<file path="src/rtl/player_input_sampler.sv">
// Button front end for the physics FSM: 2-flop synchroniser, per-bit debouncer, press-edge
// latches and a once-per-frame frozen command snapshot offered over a valid/ack handshake.
module player_input_sampler #(
   parameter int unsigned DEBOUNCE_CYCLES = 1000000,
   parameter int unsigned CNT_W           = 20
) (
   input  logic       clk,
   input  logic       reset,
   input  logic [3:0] btn_raw,
   input  logic       frame_req,
   input  logic       cmd_ack,
   output logic       cmd_valid,
   output logic       move_right,
   output logic       move_left,
   output logic       jump_hold,
   output logic       jump_press,
   output logic       serve_press,
   output logic [3:0] btn_level,
   output logic [7:0] overrun_cnt
);

   localparam logic [CNT_W-1:0] CNT_LAST = CNT_W'(DEBOUNCE_CYCLES - 1);
   localparam logic [CNT_W-1:0] CNT_ONE  = CNT_W'(1);
   localparam logic [CNT_W-1:0] CNT_ZERO = {CNT_W{1'b0}};

   typedef enum logic [0:0] {
      ST_IDLE    = 1'b0,
      ST_PRESENT = 1'b1
   } state_e;

   logic [3:0]       sync1_q, sync2_q;
   logic [3:0]       stable_q, stable_d;
   logic [CNT_W-1:0] cnt_q [4];
   logic [CNT_W-1:0] cnt_d [4];
   logic [1:0]       stable_prev_q, stable_prev_d;   // [0]=jump, [1]=serve
   logic [1:0]       rise_s;
   logic [1:0]       pend_q, pend_d;                 // [0]=jump, [1]=serve
   logic [1:0]       ack_clr_s;
   state_e           state_q, state_d;
   logic             cmd_valid_q, cmd_valid_d;
   logic [4:0]       snap_q, snap_d;                 // {right, left, jump_hold, jump_press, serve_press}
   logic [7:0]       overrun_q, overrun_d;

   function automatic logic [4:0] make_snap(input logic [3:0] lvl, input logic [1:0] pend);
      return {lvl[0] & ~lvl[2], lvl[2] & ~lvl[0], lvl[1], pend[0], pend[1]};
   endfunction

   always_comb begin
      for (int i = 0; i < 4; i++) begin
         cnt_d[i]    = CNT_ZERO;
         stable_d[i] = stable_q[i];
         if (sync2_q[i] == stable_q[i]) begin
            cnt_d[i] = CNT_ZERO;
         end else if (cnt_q[i] == CNT_LAST) begin
            stable_d[i] = sync2_q[i];
            cnt_d[i]    = CNT_ZERO;
         end else begin
            cnt_d[i] = cnt_q[i] + CNT_ONE;
         end
      end
   end

   // A fresh edge on the ack cycle must survive the clear of the bit it was captured from.
   always_comb begin
      stable_prev_d = {stable_q[3], stable_q[1]};
      rise_s        = {stable_q[3] & ~stable_prev_q[1], stable_q[1] & ~stable_prev_q[0]};
      if ((state_q == ST_PRESENT) && cmd_ack) begin
         ack_clr_s = {snap_q[0], snap_q[1]};
      end else begin
         ack_clr_s = 2'b00;
      end
      pend_d = (pend_q & ~ack_clr_s) | rise_s;
   end

   always_comb begin
      state_d     = state_q;
      cmd_valid_d = cmd_valid_q;
      snap_d      = snap_q;
      overrun_d   = overrun_q;
      case (state_q)
         ST_IDLE: begin
            if (frame_req) begin
               state_d     = ST_PRESENT;
               cmd_valid_d = 1'b1;
               snap_d      = make_snap(stable_q, pend_q);
            end else begin
               cmd_valid_d = 1'b0;
               snap_d      = 5'b00000;
            end
         end
         ST_PRESENT: begin
            if (cmd_ack && frame_req) begin
               cmd_valid_d = 1'b1;
               snap_d      = make_snap(stable_q, pend_d);
            end else if (cmd_ack) begin
               state_d     = ST_IDLE;
               cmd_valid_d = 1'b0;
               snap_d      = 5'b00000;
            end else if (frame_req) begin
               if (overrun_q != 8'hFF) begin
                  overrun_d = overrun_q + 8'd1;
               end else begin
                  overrun_d = overrun_q;
               end
            end else begin
               cmd_valid_d = 1'b1;
            end
         end
         default: begin
            state_d     = ST_IDLE;
            cmd_valid_d = 1'b0;
            snap_d      = 5'b00000;
         end
      endcase
   end

   always_ff @(posedge clk or posedge reset) begin
      if (reset) begin
         sync1_q       <= 4'b0000;
         sync2_q       <= 4'b0000;
         stable_q      <= 4'b0000;
         stable_prev_q <= 2'b00;
         pend_q        <= 2'b00;
         state_q       <= ST_IDLE;
         cmd_valid_q   <= 1'b0;
         snap_q        <= 5'b00000;
         overrun_q     <= 8'd0;
         for (int i = 0; i < 4; i++) begin
            cnt_q[i] <= CNT_ZERO;
         end
      end else begin
         sync1_q       <= btn_raw;
         sync2_q       <= sync1_q;
         stable_q      <= stable_d;
         stable_prev_q <= stable_prev_d;
         pend_q        <= pend_d;
         state_q       <= state_d;
         cmd_valid_q   <= cmd_valid_d;
         snap_q        <= snap_d;
         overrun_q     <= overrun_d;
         for (int i = 0; i < 4; i++) begin
            cnt_q[i] <= cnt_d[i];
         end
      end
   end

   assign cmd_valid   = cmd_valid_q;
   assign move_right  = snap_q[4];
   assign move_left   = snap_q[3];
   assign jump_hold   = snap_q[2];
   assign jump_press  = snap_q[1];
   assign serve_press = snap_q[0];
   assign btn_level   = stable_q;
   assign overrun_cnt = overrun_q;

endmodule

</file>
<file path="config.mk">
export PLATFORM = sky130hd
export DESIGN_NAME = player_input_sampler
export DESIGN_NICKNAME = d
export VERILOG_FILES = /design/src/rtl/player_input_sampler.sv
export SDC_FILE = /design/constraint.sdc
export NUM_CORES = 1
export LEC_CHECK = 0
export CORE_MARGIN = 2
export CORE_UTILIZATION = 50
export DETAILED_ROUTE_END_ITERATION = 12
export PLACE_DENSITY = 0.65
export SETUP_SLACK_MARGIN = 0.5
export SYNTH_ARGS = -nofsm -noshare
export SYNTH_HDL_FRONTEND = slang
export SYNTH_SLANG_ARGS = --single-unit
</file>
<file path="constraint.sdc">
create_clock -name clk -period 4.5 [get_ports clk]
set_input_delay 0.675 -clock clk [delete_from_list [all_inputs] [get_ports clk]]
set_output_delay 0.675 -clock clk [all_outputs]
set_load 0.05 [all_outputs]
</file>
==> out/metrics.cfg <==
[synthesis]
syn_area_um2=5199
synth_nets=526
synth.distinct_cells=40
synth_edf_count=0
synth-seq-cells=111
netlist_instances=513
ys.warnings.count=0
synth.avg_cell_area_um2=10.13
ys_seq_area_share_pct=53.43
async_flop_share_pct=100.0
ys.flop_type=dfrtp_1

[status]
status=finished, final reports clean

[detailed_routing]
ant_nets=0
via_per_inst=5.597
vias=3806
wl_per_cell_um=14.31
route.detailed.drc=0
wl_um=9734
drtPass1Iterations=4
drtIter0Drc=153

[critical_path]
r2r_slack_ns=2.23
required_ns=3.83
path_buf_inv=1
start_kind=register
regToRegStartpoint=cnt_q[56]
reg2regPathDepth=5
slowest_stage=clkdlybuf4s50_1
crit_chain=clkdlybuf4s50_1
cp-end-kind=output pin
timing.rr.end=cnt_q[43]
critPathCapture=btn_level[2]
cp_top_family=buffers and inverters
arrival_ns=1.70
critPathLaunch=btn_level[2]
worst-path-stages=1
worstSetupPathType=reg -> out
cp_max_fo=5
critPathMaxStageDelay_ns=0.85

[clocking]
postCtsSetupBuffers=0
ctsResizeCount=0
worst_skew_pair.late_latency_ns=0.38
tritoncts=built
clock_sinks=111
cts-htree-levels=3
postCtsHoldBufs=0
root_buffer=clkbuf_8
path_clk_slew_ns=0.10
numCtsBuffers=9
clockBufferDepth=2

[timing]
setup_tns_ns=0
setup_viol=0
hold_viol_final=0
finalClockSkew_ns=0.01063
worst_pin_slew_ns=0.7241
timing.fmax_ghz=0.4206
post-route-min-period_ns=2.378
rsz0062_at_grt=false
slew_headroom_pct=51.09
setup_ws_ns=2.122
slew_violations=0
final.period_utilization_pct=52.84

[grt]
grt_pass1_wl_um=17520
overflow=0
grt_pass1_vias=3831
antenna_found_initial=0
grt_usage_pct=19.38
grt_max_degree=46

[pwr]
ir_worst_vdd_v=0.0002243
leakagePower_nw=2.379
powerDensity_nw_per_um2=336.9

[die]
num_rows=37
io-pin-count=26
core_um2=10230
die_x_um=106.0
dieHeight_um=106.0
start_util_pct=50.81
die-area_um2=11230

[layout]
fillers=873
syn2layout_area_growth_pct=12.18
diodes=0
nets=552
drive_above_1_share_pct=8.088

[flow_run]
cap_violations=0

[placed_design]
post-place-ws_ns=1.971
io_buffers=25
gp_congestion=0.8475
hpwl_um=6867

[hold_path]
worstHoldPathType=reg -> reg

==> registers in the layout (all words and copies together), names as in the netlist <==
signal,count
overrun_cnt,8
stable_prev_q,2
snap_q,5
sync2_q,4
cmd_valid,1
cnt_q,80
btn_level,4
sync1_q,4
pend_q,2
state_q,1
==> cell usage after synthesis, types with 8 or more instances <==
| master | n | area, um^2 |
|---|---|---|
| nor2_1 | 63 | 236.5 |
| or3_1 | 15 | 93.84 |
| or4_1 | 8 | 60.06 |
| clkbuf_1 | 13 | 48.80 |
| nor3_1 | 10 | 50.05 |
| xnor2_1 | 30 | 262.8 |
| a21oi_1 | 21 | 105.1 |
| dfrtp_1 | 111 | 2778 |
| nand2_1 | 36 | 135.1 |
| nand3_1 | 32 | 160.2 |
| o21ai_0 | 20 | 100.1 |
| o31ai_1 | 9 | 67.56 |
| nor4_1 | 11 | 68.82 |
| and3_1 | 12 | 75.07 |
| nand4_1 | 28 | 175.2 |
| inv_1 | 15 | 56.30 |
| xor2_1 | 31 | 271.5 |
==> worst min-delay path by stage <==
stage | from | end | slack [ns] | cells past startpoint
6_report | sync1_q[3] | sync2_q[3] | 0.36 | 0
3_5_place_dp | sync1_q[1] | sync2_q[1] | 0.34 | 0
2_1_floorplan | sync1_q[0] | sync2_q[0] | 0.33 | 0
3_3_place_gp | sync1_q[3] | sync2_q[3] | 0.33 | 0
5_1_grt | sync1_q[3] | sync2_q[3] | 0.35 | 0
4_1_cts | sync1_q[3] | sync2_q[3] | 0.36 | 0
==> power by group <==
| part | switching (mW) | internal [mW] | leakage (nW) | total (mW) |
|---|---|---|---|---|
| Sequential | 0.0517 | 1.04 | 1.51 | 1.09 |
| Clock | 0.332 | 0.292 | 0.108 | 0.625 |
| Combinational | 0.164 | 0.0858 | 0.765 | 0.249 |
| Total | 0.547 | 1.42 | 2.38 | 1.96 |
==> metal layers <==
layer / routed length (um) / vias up / GRT usage, %
met2: 4808 / 53 / 32.44
met5: 0 / - / 0
li1: - / 1875 / -
met3: 309 / 7 / 6.315
met1: 4509 / 1871 / 24.50
met4: 107 / 0 / 4.699
==> logic make-up (layout without fill, tap and decap cells) <==
group | count (synthesis) | after routing | synth area share (%)
AOI/OAI and AO/OA | 57 | 57 | 6.522
DFF | 111 | 111 | 53.43
xor gates and xnor gates | 61 | 61 | 10.28
and+or+nand+nor | 243 | 243 | 25.17
muxes | 5 | 5 | 1.083
adders and majority gates | 5 | 5 | 1.203
buffers and inverters | 31 | 62 | 2.310
==> per-stage QoR <==
step	power (mW)	cell area [um^2]	cells	util, %	hold WS, ns
final	1.965	5832	680	57.00	0.3559
after CTS	1.993	5832	680	57.00	0.3583
after global placement	1.357	5618	664	54.91	0.3340
after detailed placement	1.363	5618	664	54.91	0.3380
after floorplan	1.268	5199	513	-	0.3312
after global routing	2.063	5832	680	57.00	0.3536
==> layout by cell type, fill, tap and decap left out, types with 2 or more instances in the layout <==
cell               n
o31ai_1            6
nand3_1           32
and4_1             7
or3_1             15
nor4_1            11
nor2_1            63
or4b_2             2
clkdlybuf4s50_1   25
o21ai_0           20
clkbuf_8          11
nand4_1           28
and2_1             2
a21oi_1           21
dfrtp_1          111
a221o_1            2
or4_4              2
mux2_2             5
or4_1              8
inv_1             14
o31ai_2            4
nor4b_1            3
buf_4              6
nor2b_1            2
xor2_1            31
and3_1            12
nor3_1            10
nand2_1           36
ha_1               5
nand3b_1           3
xnor2_1           30
==> cell type report <==
class                   instances  area (um^2)  share of cell area (%)
flip-flops and latches        111         2778                   47.63
inverters                      15        58.81                   1.008
clock buffers                  11        151.4                   2.596
multi-input cells             371         2316                   39.71
repair buffers                 31        295.3                   5.063
clock inverters                 5        62.56                   1.073
well taps                     136        170.2                   2.918
(Power assumes the default switching activity.)
